**src/rtl/ring_code_decoder.sv**
```systemverilog
// One-hot ring code decoder and health monitor: decodes the hot-bit position,
// checks each advance for a single-position step, and tracks lock and faults.
module ring_code_decoder #(
  parameter int N        = 4,
  parameter int LOCK_CNT = 2,
  parameter int ERR_W    = 8,
  localparam int IW      = (N > 1) ? $clog2(N) : 1,
  localparam int GW      = $clog2(LOCK_CNT + 1)
) (
  input  logic             clk,
  input  logic             rst,
  input  logic [N-1:0]     ring_in,
  input  logic             adv_en,
  output logic [IW-1:0]    index,
  output logic             valid,
  output logic             locked,
  output logic             wrap,
  output logic             err_pulse,
  output logic [ERR_W-1:0] err_count,
  output logic [1:0]       dbg_state
);

  // Handshake: adv_en is a strobe with no back-pressure; ring_in is sampled
  // only on cycles where adv_en=1 and every output updates one edge later.

  typedef enum logic [1:0] {
    UNLOCKED = 2'd0,
    ACQUIRE  = 2'd1,
    LOCKED   = 2'd2
  } state_t;

  state_t           state_q, state_d;
  logic [GW-1:0]    good_cnt_q, good_cnt_d;
  logic [IW-1:0]    index_q, index_d;
  logic             valid_q, valid_d;
  logic             locked_q, locked_d;
  logic             wrap_q, wrap_d;
  logic             err_q, err_d;
  logic [ERR_W-1:0] err_count_q, err_count_d;

  logic             onehot;
  logic [IW-1:0]    pos;
  logic [IW-1:0]    index_next;
  logic             step_ok;

  always_comb begin
    pos = '0;
    for (int i = 0; i < N; i++) begin
      if (ring_in[i]) pos = IW'(i);
    end
  end

  assign onehot     = $onehot(ring_in);
  // Explicit wrap keeps the modulo correct when N is not a power of two.
  assign index_next = (index_q == IW'(N - 1)) ? '0 : index_q + 1'b1;
  assign step_ok    = onehot && (pos == index_next);

  always_comb begin
    state_d     = state_q;
    good_cnt_d  = good_cnt_q;
    index_d     = index_q;
    valid_d     = valid_q;
    locked_d    = locked_q;
    wrap_d      = 1'b0;
    err_d       = 1'b0;
    err_count_d = err_count_q;
    if (adv_en) begin
      valid_d = onehot;
      if (onehot) index_d = pos;
      case (state_q)
        UNLOCKED: begin
          if (onehot) begin
            state_d    = ACQUIRE;
            good_cnt_d = '0;
          end
        end
        ACQUIRE: begin
          if (step_ok) begin
            good_cnt_d = good_cnt_q + 1'b1;
            if (good_cnt_q + 1'b1 == GW'(LOCK_CNT)) begin
              state_d  = LOCKED;
              locked_d = 1'b1;
            end
          end else if (onehot) begin
            good_cnt_d = '0;
          end else begin
            state_d = UNLOCKED;
          end
        end
        LOCKED: begin
          if (step_ok) begin
            wrap_d = (index_q == IW'(N - 1)) && (pos == '0);
          end else begin
            err_d    = 1'b1;
            state_d  = UNLOCKED;
            locked_d = 1'b0;
            if (err_count_q != '1) err_count_d = err_count_q + 1'b1;
          end
        end
        default: state_d = UNLOCKED;
      endcase
    end
  end

  always_ff @(posedge clk) begin
    if (!rst) begin
      state_q     <= UNLOCKED;
      good_cnt_q  <= '0;
      index_q     <= '0;
      valid_q     <= 1'b0;
      locked_q    <= 1'b0;
      wrap_q      <= 1'b0;
      err_q       <= 1'b0;
      err_count_q <= '0;
    end else begin
      state_q     <= state_d;
      good_cnt_q  <= good_cnt_d;
      index_q     <= index_d;
      valid_q     <= valid_d;
      locked_q    <= locked_d;
      wrap_q      <= wrap_d;
      err_q       <= err_d;
      err_count_q <= err_count_d;
    end
  end

  assign index     = index_q;
  assign valid     = valid_q;
  assign locked    = locked_q;
  assign wrap      = wrap_q;
  assign err_pulse = err_q;
  assign err_count = err_count_q;
  assign dbg_state = state_q;

endmodule

```
**config.mk**
```make
export PLATFORM = sky130hd
export DESIGN_NAME = ring_code_decoder
export DESIGN_NICKNAME = d
export VERILOG_FILES = /design/src/rtl/ring_code_decoder.sv
export SDC_FILE = /design/constraint.sdc
export NUM_CORES = 1
export LEC_CHECK = 0
export ABC_AREA = 1
export ABC_CLOCK_PERIOD_IN_PS = 2350
export CAP_MARGIN = 20
export CORE_UTILIZATION = 50
export CTS_CLUSTER_DIAMETER = 120
export DETAILED_ROUTE_END_ITERATION = 8
export PLACE_DENSITY = 0.81
export SYNTH_ARGS = -nofsm -noshare
export SYNTH_HDL_FRONTEND = slang
export SYNTH_SLANG_ARGS = --single-unit
```
**constraint.sdc**
```tcl
create_clock -name clk -period 2.35 [get_ports clk]
set_input_delay 0.3525 -clock clk [delete_from_list [all_inputs] [get_ports clk]]
set_output_delay 0.3525 -clock clk [all_outputs]
set_load 0.01 [all_outputs]
```
# ---- After elaboration in Yosys (flattened, before gate mapping)
# Cells that the tools add are included.
dict set report word_totals {
  output_inout_bits 16
  inputBits 7
  elab_cells 59
  register_bits 18
}
dict set report classes {
  add_sub_neg 6
  mux 18
  n_reduce_logical 13
  n_bitwise 1
  eq_ne 13
}
# operator count
set ops {}
lappend ops {{$mux 2} 10}
lappend ops {{$reduce_and 5->1} 2}
lappend ops {{$add 8x1->8 const B} 1}
lappend ops {{$ne 2x2->1 const B} 4}
lappend ops {{$ne 8x8->1 const B} 1}
lappend ops {{$reduce_and 4->1} 2}
lappend ops {{$eq 2x2->1 const B} 3}
lappend ops {{$ne 3x3->1 const B} 2}
lappend ops {{$pmux 2 s3} 1}
lappend ops {{$mux 1} 5}
lappend ops {{$add 1x1->2} 2}
lappend ops {{$add 2x1->2 const B} 2}
lappend ops {{$logic_not 2->1} 2}
lappend ops {{$pmux 2 s2} 1}
lappend ops {{$reduce_and 2->1} 2}
lappend ops {{$reduce_bool 2->1} 2}
lappend ops {{$add 2x2->3} 1}
lappend ops {{$eq 3x1->1 const B} 1}
lappend ops {{$reduce_and 3->1} 1}
lappend ops {{$eq 2x1->1 const B} 1}
lappend ops {{$eq 2x2->1} 1}
lappend ops {{$logic_and 1x1->1} 2}
lappend ops {{$pmux 1 s2} 1}
lappend ops {{$not 1->1} 1}

# ---- Logic depth before layout (Yosys ltp)
# Gate-level depths: netlist of run 1.
dict set report depth {
  ltp_word 7
  mapped_depth 13
  depth_no_buf 13
}

# ---- Worst setup path after synthesis of run 1
# Ideal clock, no wire load.
dict set report synth_timing {
  path_type {input port to flip-flop}
  from {in ring_in[0]}
  to {reg err_count_q[6], in the netlist err_count[6]}
  setup_slack_ns 0.211
  setup_ns 0.122
  arrival_time_ns 2.018
  stages 12
  required_ns 2.228
  n_path_buf 1
  path_cell_list {inv_1 -> fa_1 -> inv_1 -> ha_1 -> ha_1 -> nor2_1 -> nand2_1 -> inv_2 -> nand3_4 -> buf_6 -> nand4_1 -> a21oi_1}
}
dict set report synth_via {
  elab_chain_cells 6
}
# item line_no
set synth_lines {}
lappend synth_lines {{from (decl)} 12} ;# input logic [N-1:0] ring_in,
lappend synth_lines {{$add 1x1->2 (implied by the code)} 53} ;# assign onehot = $onehot(ring_in);
lappend synth_lines {{$add 2x2->3 (implied by the code)} 53}
lappend synth_lines {{$eq 3x1->1} 53}
lappend synth_lines {{$logic_and 1x1->1} 56} ;# assign step_ok = onehot && (pos == index_next);
lappend synth_lines {{$not 1->1 (no source line)} n/a}
lappend synth_lines {{$reduce_and 4->1 (no source line)} n/a}
lappend synth_lines {{to (signal assigned)} 123} ;# err_count_q <= err_count_d;
lappend synth_lines {{to (decl)} 39} ;# logic [ERR_W-1:0] err_count_q, err_count_d;
# No other way between the ends.
# A chain may end at the register's enable or synchronous reset.

# ---- Worst setup path in the final report of run 1
dict set report layout_timing {
  from {in ring_in[0]}
  to {reg err_count_q[2], in the netlist err_count[2]}
}
# The elaborated chain is that of the path after synthesis.

==> summary.md, run 1 <==
| Metric | Value |
|---|---|
| Routed WL per cell | 13.28 um |
| Actual slew at the worst max-slew pin | 0.3828 ns |
| Dpl hpwl | 1909 um |
| GRT Total Usage | 25.20% |
| Fin crit period | 2.241 ns |
| Clk buf depth | 2 |
| RSZ-0062 raised after global routing | no |
| Clock sinks | 18 |
| Tot Pwr | 0.7855 mW |
| HP Class | in -> reg |
| Layout Area Growth over Synthesis | 37.25% |
| Peak VDD IR | 0.0004023 V |
| Crit path required time | 2.57 ns |
| Crit-path max FO | 8 |
| Met3 routed WL | 166 um |
| Endpoints failing setup | 0 |
| Initial antenna violation count | 0 |
| Clock Tree Root | clkbuf_4 |
| Relative max-transition margin | 74.32% |
| Core footprint | 0.002042 mm^2 |
| Fin util | 75.18% |
| Synth top area share | 32.21% |
| Final GP Congestion | 0.8891 |
| Max Cap Viol | 0 |
| Number of buffers added on ports | 22 |
| DRT Wirelength | 2922 um |
| Layout Skew | 0.007228 ns |
| Final ANT Viol Nets | 0 |
| Chip width | 49.30 um |
| Area contributors post-synth | dfxtp_1 32%, nand2_1 11%, inv_1 7.4%, nand4_1 6.7%, a21oi_1 6.3% |
| Drt pass-1 iters | 4 |
| Worst path bufs/invs | 4 |
| Number of global-route vias before repair | 1175 |
| R2R Setup Slk | 0.73 ns |
| Grt total ovfl | 0 |
| Netlist area before placement | 0.001119 mm^2 |
| DRC violations left | 0 |
| Run status | finished, final reports clean |
| Cell accounting for the most synthesized area | dfxtp_1 |
| Hold Buf Count CTS | 0 |
| M1 WL | 1132 um |
| Inserted Clock Buffers | 3 |
| Crit share post-route | 95.37% |
| DRT iter0 DRCs | 31 |
| PwrDens | 511.6 mW/mm^2 |
| Initial Util | 54.78% |
| Leak Pwr | 0.6315 nW |
| Max incr delay on CP | 0.53 ns |
| Clock-pin transition on the worst setup and hold timing paths | 0.11 ns |
| Row count | 16 |
| Cells after Synth | 158 |
| Io pins | 23 |
| Via Count | 1190 |
| Ant diodes | 0 |
| Final nets | 207 |
| Vias per inst | 5.409 |
| Highest layer used for signal routing | met4 |
| Avg Synthesized Cell Area | 7.080 um^2 |
| Crit path kind | in -> reg |
| First-pass GRT wire length | 4754 um |
| TritonCTS clock tree | yes |
| Share of cells above drive strength 1 | 24.87% |
| Largest net degree at the start of global routing | 14 |
| Final Slew Violations | 0 |
| Sequential cell area fraction in the yosys report | 32.21% |
| H-tree depth | 1 |
| Critical-path top delay cell | fa_1 |
| Synth unique cells | 24 |
| Worst Setup Start Kind | input port |
| Synthesized Nets | 171 |
| Critical path capture point type | flop |
| Die area | 0.002430 mm^2 |
| Die Y | 49.30 um |
| Critical-path cell list | dlygate4sd2_1 > inv_2 > fa_1 > inv_1 > ha_2 > ha_4 > nor2_2 > nand2_2 > inv_4 > nand3_4 > nand3_4 > nand2_2 > a21oi_2 |
| Clk Latency, worst-skew pair | 0.30 ns |
| Routed length on met2 | 1496 um |
| Synth warn | 0 |
| Delay-heaviest family, CP | adder cells |
| Final Hold Violating Endpoints | 0 |
| Flops & latches, synth | 18 |
| Fmax | 446.2 MHz |
| Crit path DAT | 2.47 ns |
-- cell usage after synthesis --
cell / count
o21ai_0: 4
nand4_1: 12
fa_1: 1
nand3_1: 6
nand3_4: 2
nor3_1: 2
xor2_1: 3
ha_1: 5
a21oi_2: 1
nor2_1: 11
xnor2_1: 2
nand2_2: 5
buf_6: 2
dfxtp_1: 18
a21oi_1: 14
nand3_2: 2
clkbuf_1: 1
o21a_1: 1
nor2_2: 3
o21ai_1: 1
clkinv_1: 2
nand2_1: 33
inv_1: 22
inv_2: 5
-- where the power goes --
group | internal [mW] | total, mW | switching, mW | leakage, nW
registers | 0.322 | 0.339 | 0.0176 | 0.146
logic | 0.102 | 0.251 | 0.149 | 0.465
clock network | 0.0946 | 0.195 | 0.100 | 0.0210
total | 0.519 | 0.785 | 0.267 | 0.631
-- what timing repair did --
item                                    4_1_cts  5_1_grt
cloned                                        1        0
gates resized for setup                      13        8
pin swaps                                     8        6
endpoints found under the setup margin       17       12
endpoints found under the hold margin         0        0
setup buffers                                 4        0
-- worst min-delay path: stages --
cell and delay, ns:
dlygate4sd2_1 0.21, buf_4 0.11, nor3_1 0.05
-- through the flow --
| step | setup slack (ns) | std cells | setup TNS, ns | hold WS (ns) | instance area [um^2] |
|---|---|---|---|---|---|
| 2_1_floorplan | 0.2106 | 158 | 0 | 0.4308 | 1119 |
| 3_3_place_gp | -0.3901 | 211 | -6.319 | 0.4539 | 1399 |
| 3_5_place_dp | -0.5194 | 211 | -7.948 | 0.4583 | 1399 |
| 4_1_cts | 0.09789 | 220 | 0 | 0.4617 | 1501 |
| 5_1_grt | 0.003696 | 220 | 0 | 0.4711 | 1535 |
| 6_report | 0.1087 | 220 | 0 | 0.4572 | 1535 |
-- final timing paths --
check	startpoint	end	cells past startpoint
setup / recovery	ring_in[0]	err_count[2]	13
hold reg to reg	valid	valid	2
hold / removal	ring_in[1]	wrap	3
setup reg to reg	err_count[0]	err_count[2]	6
-- cell usage in the layout (no fill, tap or decap), types with 2 or more instances in the layout --
cell             netlist  final
nor3_1                 2      2
dfxtp_1               18     18
nor2_2                 3      3
buf_6                  2      2
a21oi_1               14     11
buf_4                  0      9
nand3_4                2      2
nand2_1               33     27
nand3_1                6      5
nand2_2                5     11
nor2_1                11     10
clkdlybuf4s50_1        0     19
clkbuf_4               0      3
xnor2_1                2      2
inv_2                  5      5
clkinv_1               2      2
nand3_2                2      4
nand4_1               12     12
ha_1                   5      3
dlygate4sd2_1          0      3
inv_1                 22     21
a21oi_2                1      4
o21ai_0                4      4
xor2_1                 3      3
-- flip-flops by register name (all words and copies together) (netlist names) --
name and flops:
index 2, valid 1, dbg_state 2, wrap 1
err_count 8, err_pulse 1, locked 1, good_cnt_q 2
-- layer usage --
layer,vias to the layer above,GRT usage [%]
met4,0,12.25
met1,529,26.94
li1,583,-
met5,-,0
met2,61,47.03
met3,17,4.050
-- layout make-up --
type	count	area [um^2]
Multi-Input combinational cell	109	686.9
Fill cell	159	506.7
Sequential cell	18	360.3
Timing Repair Buffer	33	306.5
Inverter	29	111.4
Clock buffer	4	36.28
Tap cell	27	33.78
-- kinds of logic after synthesis --
group / count (synthesis) / share of synthesized area [%]
buf+inv: 32 / 12.08
simple gates: 76 / 34.45
xor+xnor: 5 / 3.916
flops: 18 / 32.22
compound gates: 21 / 9.956
fa+ha+maj: 6 / 7.383
(Power assumes the default switching activity.)
==> run 2: changes to the inputs <==
--- a/config.mk
+++ b/config.mk
@@ -5,13 +5,13 @@
 export SDC_FILE = /design/constraint.sdc
 export NUM_CORES = 1
 export LEC_CHECK = 0
-export ABC_AREA = 1
 export ABC_CLOCK_PERIOD_IN_PS = 2350
 export CAP_MARGIN = 20
-export CORE_UTILIZATION = 50
+export CORE_MARGIN = 4
+export CORE_UTILIZATION = 48
 export CTS_CLUSTER_DIAMETER = 120
 export DETAILED_ROUTE_END_ITERATION = 8
-export PLACE_DENSITY = 0.81
+export PLACE_DENSITY = 0.8
 export SYNTH_ARGS = -nofsm -noshare
 export SYNTH_HDL_FRONTEND = slang
 export SYNTH_SLANG_ARGS = --single-unit
==> summary.md, run 2 <==
| Metric | Value |
|---|---|
| Run status | finished, final reports clean |
| Crit share post-route | 93.24% (-2.1 points) |
| HP Class | reg -> reg |
| GRT Total Usage | 19.14% (-6.1 points) |
| Actual slew at the worst max-slew pin | 0.5093 ns (+0.1265 ns) |
| Hold Buf Count CTS | 0 (unchanged) |
| Synth top area share | 35.64% (+3.4 points) |
| Critical-path top delay cell | fa_1 |
| Max Cap Viol | 0 (unchanged) |
| Clk Latency, worst-skew pair | 0.30 ns (about the same) |
| Inserted Clock Buffers | 3 (unchanged) |
| Netlist area before placement | 0.001011 mm^2 (-9.6%) |
| Endpoints failing setup | 0 (unchanged) |
| Layout Area Growth over Synthesis | 38.86% |
| Core footprint | 0.001982 mm^2 (-2.9%) |
| Leak Pwr | 0.5402 nW (-14%) |
| RSZ-0062 raised after global routing | no |
| Synth warn | 0 (unchanged) |
| Ant diodes | 0 (unchanged) |
| Worst Setup Start Kind | input port |
| TritonCTS clock tree | yes |
| Sequential cell area fraction in the yosys report | 35.64% (+3.4 points) |
| Max incr delay on CP | 0.53 ns (about the same) |
| Clock sinks | 18 (unchanged) |
| Final nets | 165 (-20%) |
| Final GP Congestion | 0.8214 (-7.6%) |
| Io pins | 23 (unchanged) |
| Relative max-transition margin | 65.94% (-8.4 points) |
| Number of global-route vias before repair | 932 (-21%) |
| Fmax | 456.4 MHz (+2.3%) |
| Largest register FFs | 8 (unchanged) |
| Area contributors post-synth | dfxtp_1 36%, ha_1 6.2%, nand2_1 5.6%, mux2i_1 5.0%, and2_1 3.1% |
| Number of buffers added on ports | 22 (unchanged) |
| Final ANT Viol Nets | 0 (unchanged) |
| Delay-heaviest family, CP | adder cells |
| First-pass GRT wire length | 4043 um (-15%) |
| Initial Util | 51.01% (-3.8 points) |
| Dpl ws | -0.5094 ns (+0.01004 ns) |
| Share of cells above drive strength 1 | 17.22% (-7.7 points) |
| Vias per inst | 5.354 (-1.0%) |
| Final Slew Violations | 0 (unchanged) |
| Chip width | 53.90 um (+9.3%) |
| Fin util | 70.83% (-4.4 points) |
| Synth unique cells | 37 (+54%) |
| H-tree depth | 1 (unchanged) |
| Setup TNS | 0 ns (unchanged) |
| DRC violations left | 0 (unchanged) |
| Cts repair resizes | 15 (+2) |
| FILL cells | 147 (-7.5%) |
| Crit path DAT | 2.39 ns (-0.08 ns) |
| Clock-pin transition on the worst setup and hold timing paths | 0.10 ns (about the same) |
| Flops & latches, synth | 18 (unchanged) |
| Most common library cells after synthesis | 18 x dfxtp_1, 15 x nand2_1, 8 x inv_1 |
| Fin crit period | 2.191 ns (-0.05022 ns) |
| Async SR Flop Fraction | 0% (unchanged) |
| Critical-path cell list | dlygate4sd2_1 > inv_2 > fa_1 > inv_1 > ha_2 > ha_4 > nor2_2 > nand2_2 > a21oi_4 > buf_6 > nor4_4 > o21a_1 |
| Most frequent cells in the layout | 19 x clkdlybuf4s50_1, 18 x dfxtp_1, 14 x nand2_1 |
| Largest net degree at the start of global routing | 16 (+2) |
| Setup repair bufs after CTS | 0 (-4) |
| Synthesized Nets | 132 (-23%) |
| Post-synth EDFFs | 0 (unchanged) |
| Cells after Synth | 119 (-25%) |
| Most common cell in the netlist | dfxtp_1 |
| DRT iter0 DRCs | 17 (-45%) |
| Avg Synthesized Cell Area | 8.496 um^2 (+20%) |
| Critical path capture point type | flop |
| Layout Cells excl Fill | 178 (-19%) |
| DRT Wirelength | 2233 um (-24%) |
| Crit path required time | 2.55 ns (-0.02 ns) |
| Worst path bufs/invs | 4 (unchanged) |
| Die Y | 53.90 um (+9.3%) |
| Tot Pwr | 0.6256 mW (-20%) |
| Die area | 0.002905 mm^2 (+20%) |
| Dpl hpwl | 1667 um (-13%) |
| Crit-path max FO | 7 (-1) |
| Crit path kind | in -> reg |
| Row count | 16 (unchanged) |
| PwrDens | 445.6 mW/mm^2 (-13%) |
| Routed WL per cell | 12.54 um (-5.5%) |
| Via Count | 953 (-20%) |
| Peak VDD IR | 0.0004393 V (+9.2%) |
| Dominant synthesized flop cell | dfxtp_1 |
| # placed instances | 174 (-18%) |
| Final Hold Violating Endpoints | 0 (unchanged) |
| Worst setup margin | 0.1589 ns (+0.05022 ns) |
| Layout Skew | 0.005397 ns (-0.001831 ns) |
| Drt pass-1 iters | 4 (unchanged) |
| Initial antenna violation count | 0 (unchanged) |
| Commonest non-fill, non-tap cell in the layout | clkdlybuf4s50_1 |
| Grt total ovfl | 0 (unchanged) |
| Cell accounting for the most synthesized area | dfxtp_1 |
| Clock Tree Root | clkbuf_4 |
| Clk buf depth | 2 (unchanged) |
[run 2: changes by cell type after synthesis, moves of 4 or more]
| cell | delta |
|---|---|
| a21oi_1 | -13 |
| nand2b_1 | +4 |
| mux2i_1 | +5 |
| nand4_1 | -8 |
| inv_2 | -5 |
| nand2_2 | -5 |
| inv_1 | -14 |
| nand2_1 | -18 |
| nor2_1 | -6 |
| and2_1 | +5 |
[run 2: final cells by class]
cell class | count | area [um^2] | share of cell area (%)
tap | 27 | 33.78 | 2.406
multi-input combinational | 89 | 644.4 | 45.90
clock buffer | 4 | 36.28 | 2.585
timing repair buffer | 32 | 299.0 | 21.30
inverter | 8 | 30.03 | 2.139
sequential | 18 | 360.3 | 25.67
[run 2: report_power, final]
part           switching, mW  internal [mW]
sequential           0.00507          0.311
combinational         0.0582         0.0583
clock                 0.0987         0.0944
[run 2: kinds of logic after synthesis]
| kind of cell | count (synthesis) | synth area share [%] |
|---|---|---|
| compound gates | 21 | 15.10 |
| fa+ha+maj | 6 | 8.168 |
| buf+inv | 12 | 5.198 |
| flops | 18 | 35.64 |
| mux | 5 | 4.951 |
| simple gates | 57 | 30.94 |
[run 2: final timing paths]
kind,startpoint,to,slack (ns),cells after the start
worst min register to register,locked,locked,0.47,2
worst max-delay path,ring_in[1],err_count[3],0.16,12
worst max register to register,index[0],err_count[3],0.23,7
worst min-delay path,locked,locked,0.47,2
[run 2: tightest hold or removal path: stages (launching register included)]
cell and delay, ns:
dfxtp_1 0.33, nand2_1 0.05, o21ai_1 0.05
[run 2: per-layer routing]
| layer | GRT usage (%) | wire, um | up-vias | share of wire [%] |
|---|---|---|---|---|
| met3 | 6.094 | 101 | 2 | 4.5 |
| met4 | 2.979 | 13 | 0 | 0.58 |
| li1 | - | - | 484 | - |
| met5 | 0 | 0 | - | 0 |
| met2 | 32.66 | 1128 | 21 | 51 |
| met1 | 23.77 | 990 | 446 | 44 |
[run 2: metrics by stage]
| stage | hold WS [ns] | instance area (um^2) |
|---|---|---|
| final | 0.4661 | 1404 |
| after global routing | 0.4719 | 1404 |
| after CTS | 0.4700 | 1404 |
| after detailed placement | 0.4454 | 1318 |
| after global placement | 0.4431 | 1318 |
| after floorplan | 0.4232 | 1011 |
==> run 3: changes to the inputs <==
--- a/config.mk
+++ b/config.mk
@@ -8,10 +8,10 @@
 export ABC_CLOCK_PERIOD_IN_PS = 2350
 export CAP_MARGIN = 20
 export CORE_MARGIN = 4
-export CORE_UTILIZATION = 48
+export CORE_UTILIZATION = 45
 export CTS_CLUSTER_DIAMETER = 120
 export DETAILED_ROUTE_END_ITERATION = 8
-export PLACE_DENSITY = 0.8
+export PLACE_DENSITY = 0.76
 export SYNTH_ARGS = -nofsm -noshare
 export SYNTH_HDL_FRONTEND = slang
 export SYNTH_SLANG_ARGS = --single-unit
==> summary.md, run 3 (synthesis results as in run 2) <==
| Metric | Value |
|---|---|
| Peak VDD IR | 0.0003498 V (-20%) |
| Fin crit period | 2.228 ns (+0.03741 ns) |
| DRT Wirelength | 2225 um (-0.36%) |
| Chip width | 55.40 um (+2.8%) |
| GRT Total Usage | 14.45% (-4.7 points) |
| Die Y | 55.40 um (+2.8%) |
| Commonest non-fill, non-tap cell in the layout | clkdlybuf4s50_1 |
| TritonCTS clock tree | yes |
| Max Cap Viol | 0 (unchanged) |
| Io pins | 23 (unchanged) |
| Final nets | 164 (-0.61%) |
| Crit path DAT | 2.42 ns (+0.03 ns) |
| Switch Pwr | 0.1579 mW (-2.5%) |
| Comb pwr share | 19.6% (+1.0 points) |
| Worst Setup Start Kind | input port |
| Final ANT Viol Nets | 0 (unchanged) |
| DRC violations left | 0 (unchanged) |
| Crit share post-route | 94.83% (+1.6 points) |
| Dpl ws | -0.5026 ns (+0.006713 ns) |
| Clock-pin transition on the worst setup and hold timing paths | 0.09 ns (about the same) |
| Crit path kind | in -> reg |
| Sw frac | 25.40% (-0.48 points) |
| Clock Tree Root | clkbuf_4 |
| Fmax | 448.7 MHz (-1.7%) |
| Routed WL per cell | 12.57 um (+0.20%) |
| Layout Skew | 0.002812 ns (-0.002585 ns) |
| # placed instances | 171 (-1.7%) |
| Row count | 16 (unchanged) |
| PwrDens | 443.5 mW/mm^2 (-0.48%) |
| R2R Setup Slk | 0.26 ns (+0.03 ns) |
| Via Count | 934 (-2.0%) |
| Number of buffers added on ports | 22 (unchanged) |
| Initial Util | 49.51% (-1.5 points) |
| Worst R2R Start | index[0] |
| Layout Area Growth over Synthesis | 38.61% |
| Die area | 0.003069 mm^2 (+5.7%) |
| Crit-path max FO | 7 (unchanged) |
| Clk Latency, worst-skew pair | 0.29 ns (about the same) |
| Crit path to | err_pulse |
| Largest register FFs | 8 (unchanged) |
| Reg2Reg Depth | 6 (-1) |
| Final Slew Violations | 0 (unchanged) |
| Largest net degree at the start of global routing | 19 (+3) |
| Number of global-route vias before repair | 891 (-4.4%) |
| DRT iter0 DRCs | 18 (+1) |
| Dpl hpwl | 1692 um (+1.5%) |
| Actual slew at the worst max-slew pin | 0.5035 ns (-0.005820 ns) |
| RR Endpoint | err_pulse |
| Inserted Clock Buffers | 3 (unchanged) |
| H-tree depth | 1 (unchanged) |
| Leak Pwr | 0.5443 nW (+0.76%) |
| Final GP Congestion | 0.8529 (+3.8%) |
| Layout Cells excl Fill | 177 (-0.56%) |
| HP Class | reg -> reg |
| Crit path required time | 2.54 ns (about the same) |
| Core footprint | 0.002042 mm^2 (+3.0%) |
| Worst Setup SP | ring_in[1] |
| Worst setup margin | 0.1215 ns (-0.03741 ns) |
| Relative max-transition margin | 66.21% (+0.27 points) |
| Internal cell power | 0.4636 mW (about the same) |
| Critical path capture point type | flop |
| Drt pass-1 iters | 4 (unchanged) |
| Clk buf depth | 2 (unchanged) |
| Share of cells above drive strength 1 | 17.33% (+0.11 points) |
| Most frequent cells in the layout | 19 x clkdlybuf4s50_1, 18 x dfxtp_1, 14 x nand2_1 |
| Final Hold Violating Endpoints | 0 (unchanged) |
| Run status | finished, final reports clean |
| Initial antenna violation count | 0 (unchanged) |
| Clock power frac | 29.5% (-1.4 points) |
| First-pass GRT wire length | 3719 um (-8.0%) |
| Sequential Power Share | 50.9% (+0.4 points) |
| Endpoints failing setup | 0 (unchanged) |
| Ant diodes | 0 (unchanged) |
| Clock sinks | 18 (unchanged) |
| Grt total ovfl | 0 (unchanged) |
| Vias per inst | 5.277 (-1.4%) |
## run 3: per-stage QoR
| step | instance area [um^2] | power [mW] | utilization [%] | hold slack, ns | TNS (ns) |
|---|---|---|---|---|---|
| 2_1_floorplan | 1011 | 0.3822 | - | 0.4232 | 0 |
| 3_5_place_dp | 1295 | 0.4283 | 63.42 | 0.4436 | -7.312 |
| 6_report | 1401 | 0.6215 | 68.63 | 0.4579 | 0 |
| 4_1_cts | 1373 | 0.6237 | 67.22 | 0.4572 | -0.01310 |
| 3_3_place_gp | 1295 | 0.4252 | 63.42 | 0.4378 | -6.544 |
| 5_1_grt | 1401 | 0.6585 | 68.63 | 0.4927 | -0.001449 |
## run 3: layout make-up
class / instances / area, um^2
Timing Repair Buffer: 30 / 284.0
Fill cell: 180 / 640.6
Sequential cell: 18 / 360.3
Multi-Input combinational cell: 90 / 656.9
Tap cell: 27 / 33.78
Clock buffer: 4 / 36.28
Inverter: 8 / 30.03
## run 3: worst min path at each step
stage | endpoint | slack, ns | startpoint | depth (start not counted)
6_report | locked | 0.46 | locked | 2
5_1_grt | locked | 0.49 | locked | 2
4_1_cts | locked | 0.46 | locked | 2
3_5_place_dp | locked | 0.44 | locked | 2
3_3_place_gp | locked | 0.44 | locked | 2
2_1_floorplan | wrap | 0.42 | ring_in[1] | 1
## run 3: critical path, cell delays in order
cell and delay [ns]:
dlygate4sd2_1 0.22, inv_2 0.05, fa_1 0.52, inv_1 0.04
ha_2 0.16, ha_1 0.28, nor2_2 0.12, nand2_2 0.12
a21oi_4 0.28, nor2_1 0.10, and2_1 0.16
## run 3: timing repair
action | in CTS | in global routing
buffers inserted | 1 | 0
gates resized for setup | 10 | 7
pin swaps | 7 | 3
gates cloned | 1 | 0
endpoints found under the setup margin | 16 | 18
hold buffers | 0 | 0
## run 3: power groups by stage
stage / logic (mW) / registers (mW) / clock network, mW
final: 0.122 / 0.316 / 0.183
after floorplan: 0.0571 / 0.325 / 0
after global placement: 0.103 / 0.323 / 0
after detailed placement: 0.105 / 0.323 / 0
after global routing: 0.135 / 0.317 / 0.206
after CTS: 0.115 / 0.316 / 0.192
## run 3: layer usage
layer	up-vias	wire [um]	global-route usage (%)
met5	-	0	0
met4	0	13	2.083
met3	2	83	5.361
met2	11	1118	25.34
met1	436	1009	17.02
li1	485	-	-
